**config.mk**
```make
export PLATFORM = sky130hd
export DESIGN_NAME = jt900h_membus
export DESIGN_NICKNAME = d
export VERILOG_FILES = /design/src/rtl/jt900h_membus.sv
export SDC_FILE = /design/constraint.sdc
export NUM_CORES = 1
export LEC_CHECK = 0
export BUFFER_PORTS_ARGS = -buffer_cell sky130_fd_sc_hd__buf_4
export CORE_MARGIN = 2
export CORE_UTILIZATION = 53
export CTS_CLUSTER_DIAMETER = 100
export DETAILED_ROUTE_END_ITERATION = 6
export PLACE_DENSITY = 0.88
export SYNTH_ARGS = -nofsm -noshare
export SYNTH_HDL_FRONTEND = slang
export SYNTH_SLANG_ARGS = --single-unit
```
**constraint.sdc**
```tcl
create_clock -name clk -period 2.84 [get_ports clk]
set_input_delay 0.142 -clock clk [delete_from_list [all_inputs] [get_ports clk]]
set_output_delay 0.142 -clock clk [all_outputs]
set_load 0.005 [all_outputs]
```
**src/rtl/jt900h_membus.sv**
```systemverilog
// Bridge between the jt900h zero-wait RAM port and a variable-latency memory.
// Stalls the core through its clock enable, buffers one read word and aborts dead accesses.
module jt900h_membus #(
    parameter int unsigned TOUT = 255,
    parameter int unsigned TW   = 16
) (
    input  logic        clk,
    input  logic        rst,
    input  logic        cen,
    input  logic        flush,
    output logic        cpu_cen,
    input  logic [23:0] cpu_addr,
    input  logic [15:0] cpu_wdata,
    input  logic [1:0]  cpu_we,
    output logic [15:0] cpu_rdata,
    output logic        mem_cs,
    output logic        mem_we,
    output logic [22:0] mem_addr,
    output logic [1:0]  mem_wmask,
    output logic [15:0] mem_wdata,
    input  logic [15:0] mem_rdata,
    input  logic        mem_ok,
    output logic        bus_err
);

    typedef enum logic [1:0] {IDLE, RD, WR, DONE} state_t;

    state_t        state_q;
    logic          valid_q;
    logic [22:0]   tag_q;
    logic [15:0]   data_q;
    logic [TW-1:0] cnt_q;
    logic          mem_cs_q;
    logic          mem_we_q;
    logic [22:0]   mem_addr_q;
    logic [1:0]    mem_wmask_q;
    logic [15:0]   mem_wdata_q;
    logic          bus_err_q;

    logic          hit;
    logic          pass;
    logic          timeout;
    logic [TW-1:0] cnt_d;
    logic [15:0]   merge_d;
    logic          unused_addr_lsb;

    // Byte address bit 0 has no meaning on a 16-bit word bus.
    assign unused_addr_lsb = cpu_addr[0];

    assign hit     = valid_q && (tag_q == cpu_addr[23:1]) && (cpu_we == 2'b00) && !flush;
    assign pass    = ((state_q == IDLE) && hit) || (state_q == DONE);
    assign cpu_cen = cen & pass;
    assign timeout = (cnt_q == TW'(TOUT - 1));
    assign cnt_d   = cnt_q + TW'(1);
    assign merge_d = {mem_wmask_q[1] ? mem_wdata_q[15:8] : data_q[15:8],
                      mem_wmask_q[0] ? mem_wdata_q[7:0]  : data_q[7:0]};

    always_ff @(posedge clk) begin
        if (rst) begin
            state_q     <= IDLE;
            valid_q     <= 1'b0;
            tag_q       <= '0;
            data_q      <= '0;
            cnt_q       <= '0;
            mem_cs_q    <= 1'b0;
            mem_we_q    <= 1'b0;
            mem_addr_q  <= '0;
            mem_wmask_q <= '0;
            mem_wdata_q <= '0;
            bus_err_q   <= 1'b0;
        end else begin
            // NOTE: later non-blocking writes to valid_q override this one, so a read
            // completing in the same cycle as flush leaves the fresh word valid.
            if (flush) valid_q <= 1'b0;
            case (state_q)
                IDLE: begin
                    if (cen) begin
                        if (cpu_we != 2'b00) begin
                            state_q     <= WR;
                            mem_addr_q  <= cpu_addr[23:1];
                            mem_wdata_q <= cpu_wdata;
                            mem_wmask_q <= cpu_we;
                            mem_we_q    <= 1'b1;
                            mem_cs_q    <= 1'b1;
                            cnt_q       <= '0;
                        end else if (!hit) begin
                            state_q     <= RD;
                            mem_addr_q  <= cpu_addr[23:1];
                            mem_wmask_q <= 2'b00;
                            mem_we_q    <= 1'b0;
                            mem_cs_q    <= 1'b1;
                            cnt_q       <= '0;
                        end
                    end
                end
                RD: begin
                    if (mem_ok) begin
                        data_q   <= mem_rdata;
                        tag_q    <= mem_addr_q;
                        valid_q  <= 1'b1;
                        mem_cs_q <= 1'b0;
                        state_q  <= DONE;
                    end else if (timeout) begin
                        data_q    <= 16'hFFFF;
                        valid_q   <= 1'b0;
                        mem_cs_q  <= 1'b0;
                        bus_err_q <= 1'b1;
                        state_q   <= DONE;
                    end else begin
                        cnt_q <= cnt_d;
                    end
                end
                WR: begin
                    if (mem_ok) begin
                        mem_cs_q <= 1'b0;
                        mem_we_q <= 1'b0;
                        state_q  <= DONE;
                        // Keep the buffered word coherent with what memory now holds.
                        if (valid_q && (tag_q == mem_addr_q)) data_q <= merge_d;
                    end else if (timeout) begin
                        mem_cs_q  <= 1'b0;
                        mem_we_q  <= 1'b0;
                        bus_err_q <= 1'b1;
                        state_q   <= DONE;
                    end else begin
                        cnt_q <= cnt_d;
                    end
                end
                DONE: begin
                    if (cen) state_q <= IDLE;
                end
                default: state_q <= IDLE;
            endcase
        end
    end

    assign cpu_rdata = data_q;
    assign mem_cs    = mem_cs_q;
    assign mem_we    = mem_we_q;
    assign mem_addr  = mem_addr_q;
    assign mem_wmask = mem_wmask_q;
    assign mem_wdata = mem_wdata_q;
    assign bus_err   = bus_err_q;

endmodule

```
# ---- Yosys cells after proc, flatten, opt, wreduce, memory -nomap -nowiden
# Cells that the tools add are included.
dict set report word_totals {
  register_bits 102
  wordCells 96
}
dict set report op_classes {
  add_sub_neg 1
  eq_ne 19
  muxes 38
  n_bitwise 2
  n_reduce_logical 24
}
# cell count
set op_table {}
lappend op_table {{$mux W16} 9}
lappend op_table {{$pmux W16 S2} 2}
lappend op_table {{$eq A23 B23 Y1} 2}
lappend op_table {{$mux W23} 2}
lappend op_table {{$add A16 B1 Y16 const B} 1}
lappend op_table {{$eq A16 B8 Y1 const B} 1}
lappend op_table {{$mux W2} 8}
lappend op_table {{$mux W8} 2}
lappend op_table {{$ne A2 B2 Y1 const B} 8}
lappend op_table {{$reduce_and A5 Y1} 3}
lappend op_table {{$mux W1} 12}
lappend op_table {{$reduce_and A4 Y1} 3}
lappend op_table {{$reduce_and A3 Y1} 3}
lappend op_table {{$reduce_bool A2 Y1} 4}
lappend op_table {{$ne A3 B3 Y1 const B} 2}
lappend op_table {{$pmux W2 S3} 1}
lappend op_table {{$logic_and A1 B1 Y1} 5}
lappend op_table {{$eq A2 B2 Y1 const B} 2}
lappend op_table {{$logic_not A2 Y1} 2}
lappend op_table {{$pmux W1 S2} 2}
lappend op_table {{$ne A3 B1 Y1 const B} 1}
lappend op_table {{$ne A3 B2 Y1 const B} 1}
lappend op_table {{$eq A2 B1 Y1 const B} 1}
lappend op_table {{$ne A2 B1 Y1 const B} 1}
lappend op_table {{other kinds (6)} 6}

# ---- Depth between registers and ports, before layout
dict set report depth {
  depth_word 8
  mapped_depth 9
  mapped_depth_nobuf 8
}

# ---- Worst setup path after synthesis
# No wires, ideal clock.
dict set report synth_path {
  kind {flip-flop to flip-flop}
  start {register mem_addr_q[16] (netlist: mem_addr[16])}
  end {register data_q[13] (netlist: cpu_rdata[13])}
  arrival_time_ns 2.198
  t_required_ns 2.770
  path_slack_ns 0.572
  path_stages_with_launch 8
  n_path_buf 1
  synth_period_minus_slack_ns 2.268
  cell_sequence {dfxtp_1 xor2_1 or4_4 nor4_4 a41oi_2 buf_2 or3_1 a21oi_1}
}
dict set report synth_via {
  elab_chain_cells 4
}
# item line
set synth_rtl {}
lappend synth_rtl {{start, declared} 35} ;# logic [22:0] mem_addr_q;
lappend synth_rtl {{start signal, assigned} 80} ;# mem_addr_q <= cpu_addr[23:1];
lappend synth_rtl {{start signal, assigned} 88} ;# mem_addr_q <= cpu_addr[23:1];
lappend synth_rtl {{$eq A23 B23 Y1} 119} ;# if (valid_q && (tag_q == mem_addr_q)) data_q <= merge_d;
lappend synth_rtl {{$logic_and A1 B1 Y1} 119}
lappend synth_rtl {{$ne A2 B2 Y1 (no line)} n/a}
lappend synth_rtl {{$reduce_and A5 Y1 (no line)} n/a}
lappend synth_rtl {{end signal, assigned} 98} ;# data_q <= mem_rdata;
lappend synth_rtl {{end signal, assigned} 119}
lappend synth_rtl {{end, declared} 31} ;# logic [15:0] data_q;
# Every way passes these cells.
# A chain may end at the register's enable or synchronous reset.

# ---- Worst setup path in the final report
dict set report layout_path {
  start {register tag_q[14]}
  end {output cpu_cen}
}
dict set report layout_via {
  elab_chain_cells 7
}
# item line
set layout_rtl {}
lappend layout_rtl {{start, declared} 30} ;# logic [22:0] tag_q;
lappend layout_rtl {{start signal, assigned} 99} ;# tag_q <= mem_addr_q;
lappend layout_rtl {{$eq A23 B23 Y1} 50} ;# assign hit = valid_q && (tag_q == cpu_addr[23:1]) && (cpu_we == 2'b00) && !flush;
lappend layout_rtl {{$logic_and A1 B1 Y1 (3 in series)} 50}
lappend layout_rtl {{$logic_and A1 B1 Y1} 51} ;# assign pass = ((state_q == IDLE) && hit) || (state_q == DONE);
lappend layout_rtl {{$logic_or A1 B1 Y1} 51}
lappend layout_rtl {{$and A1 B1 Y1} 52} ;# assign cpu_cen = cen & pass;
lappend layout_rtl {{end, declared} 11} ;# output logic cpu_cen,
# Every way passes these cells.

==> summary.txt <==
Routing
  • Routed len/inst: about 16 um
  • DR vias/cell: 5.908
  • DRC violation count after routing: 0
  • WL final: about 13 mm
  • Routed Antenna Nets: 0
  • First-pass iteration count of the detailed router: 5
  • Via count: ~4700
  • Initial DRC Count: about 270

Global route
  • GRT Overall Usage: 26.08%
  • First-pass GRT wire length: around 21 mm
  • Vias in the first global route: approximately 4400
  • Initial antenna violation count: 0
  • Largest net degree at the start of global routing: 59
  • Global route overflow: 0

Clock network
  • Num CTS Buffers: 9
  • Clock latency on the worst-skew pair: 0.37 ns
  • # hold bufs at CTS: 0
  • Root Buffer: clkbuf_8
  • CTS clk-pin slew, worst paths: roughly 0.11 ns
  • TritonCTS clock tree: done
  • Post-CTS setup buffer count: 0
  • H-tree depth: 3
  • CTS Buffer Depth: 2
  • Post-CTS sizing: 0
  • Sink Count: 102

Place
  • Port-buffer cells: between 100 and 150
  • Placed Area: 5816 um2
  • Post-DP HPWL: between 9 and 10 mm
  • Inst Count DP: ~770
  • Placer Congestion: 0.8910

Timing
  • RSZ-0062 raised after global routing: no
  • Worst Skew: roughly 0.011 ns
  • Fin. Hold Viols: 0
  • Slew Limit Fails: 0
  • Slew @ Worst Pin: 0.8773 ns
  • Final setup fails: 0
  • Setup TNS: 0 ns
  • Worst relative slew slack: a little over 40%
  • Clock period minus worst slack: 2.701 ns
  • Share of the clock period used by the worst path: between 90% and 100%
  • Achievable Freq: ~370 MHz

Yosys
  • Mean post-synth cell area: 8.402 um2
  • Synth Register Bits: slightly above 100
  • Yosys top cell area share: ~42%
  • Ranking of synthesized cells by area: dfxtp_1 (42%), a21oi_1 (7.9%), xnor2_1 (7.6%)
  • Post-synth ARST share: 0%
  • Cell area after synthesis: about 4800 um2
  • Leading register cell type out of synthesis: dfxtp_1
  • Number of synthesized flops with an enable pin: 0
  • Register area share after synthesis: 42.41%
  • Area leader, netlist: dfxtp_1
  • YS warnings: 0
  • Synth Instances: roughly 570
  • Count of cell types in the netlist: 42
  • Syn Nets: between 600 and 700

Pwr
  • Max VDD drop: roughly 0.58 mV
  • Leak: roughly 2.3 nW
  • Power per cell area: between 700 and 800 nW/um2
  • Tot Pwr: roughly 4.5 mW

Critical path
  • Crit path DAT: 2.56 ns
  • CP cell instances: xnor2_1, nand4_1, nor4_1, buf_4, and3_2, nor2_1, nor2_1, buf_4
  • Critical path capture point type: output pin
  • Worst path required time: between 2 and 3 ns
  • Worst Path Max Fanout: 18
  • CP Launch Type: register
  • Slowest cell on the critical path: and3_2
  • CP bufs+invs: 2
  • WS Path Type: reg -> out
  • CP delay by family, top: simple AND/OR/NAND/NOR gates
  • Worst stage delay on the critical path: around 0.40 ns

Layout
  • Antenna diodes: 0
  • Fin area: ~6000 um2
  • Commonest non-fill, non-tap cell in the layout: buf_4
  • Fillcell total: between 600 and 700
  • Share of layout cells above drive strength 1: 23.17%
  • Commonest cells after routing, fill and taps aside: buf_4 (132), dfxtp_1 (102), nand2_1 (87)
  • Nets: 747
  • Area grow syn2layout: 25.05%
  • Final Instance Count excl. Fillers: 790

Die
  • Boundary Pins: between 100 and 150
  • Die Y: between 90 and 100 um
  • Area of the core: around 9000 um2
  • Std-Cell Rows: 34
  • Starting Density: between 50 and 60%
  • Die extent in x: 99.31 um
  • Die ar.: between 9000 and 10000 um2

Run status
  • Status: finished, final reports clean

Worst hold path
  • Hold WC Path Type: in -> reg

Job
  • Max-cap violations: 0
final timing paths:
check                 from             to  slack (ns)  cells past startpoint
max              tag_q[14]        cpu_cen        0.14                      8
min          cpu_wdata[10]  mem_wdata[10]        0.01                      3
max reg2reg      cnt_q[11]  cpu_rdata[11]        0.19                      6
min reg2reg   mem_wdata[3]   mem_wdata[3]        0.48                      2
flip-flops by register name, summed over array words and instances, names as in the netlist, 2 cells and up:
name	flops
mem_addr	23
tag_q	23
cnt_q	16
cpu_rdata	16
mem_wdata	16
mem_wmask	2
state_q	2
cell usage after synthesis, drive strengths merged (15+ instances only):
library cell  count
nand2            87
clkbuf           33
o31ai            15
a21oi            76
mux2i            26
or3              22
o21ai            22
o22ai            15
nand4            17
dfxtp           102
xnor2            42
or4              16
nor2             37
logic make-up (layout without fill, tap and decap cells):
logic type      count (synthesis)  count (layout)  share of synthesized area, %
simple gates                  208             208                         21.67
flops                         102             102                         42.41
xor+xnor                       46              46                         8.368
buf+inv                        46             155                         3.716
fa+ha+maj                       7               7                         1.819
mux                            26              26                         5.405
compound gates                138             138                         16.61
stage by stage:
stage	setup slack, ns	utilization, %	hold WS, ns
6_report	0.1395	68.70	0.01180
3_5_place_dp	0.2092	66.36	0.4005
2_1_floorplan	0.5720	-	0.2780
5_1_grt	0.02352	68.70	0.009356
3_3_place_gp	0.3401	66.36	0.3901
4_1_cts	0.01151	68.69	0.003766
power breakdown:
| part | internal [mW] | switching (mW) |
|---|---|---|
| Clock | 0.420 | 0.530 |
| Sequential | 1.65 | 0.192 |
| Combinational | 0.791 | 0.954 |
area by class of cell:
cell class | count | area (um2) | share of cell area [%]
clock buffers | 9 | 123.9 | 2.057
inverters | 6 | 22.52 | 0.3741
clock inverters | 7 | 80.08 | 1.330
well taps | 108 | 135.1 | 2.244
multi-input cells | 425 | 2606 | 43.29
repair buffers | 133 | 1011 | 16.79
flip-flops and latches | 102 | 2042 | 33.92
worst min-delay path, stage by stage:
cell	delay, ns
buf_4	0.11
nand2_1	0.04
a21oi_1	0.05
layer usage:
metal	GRT usage [%]	wire length, um
met1	33.73	5267
met2	42.98	6378
met3	5.622	997
met4	9.589	258
met5	0	0
(Power assumes the default switching activity.)
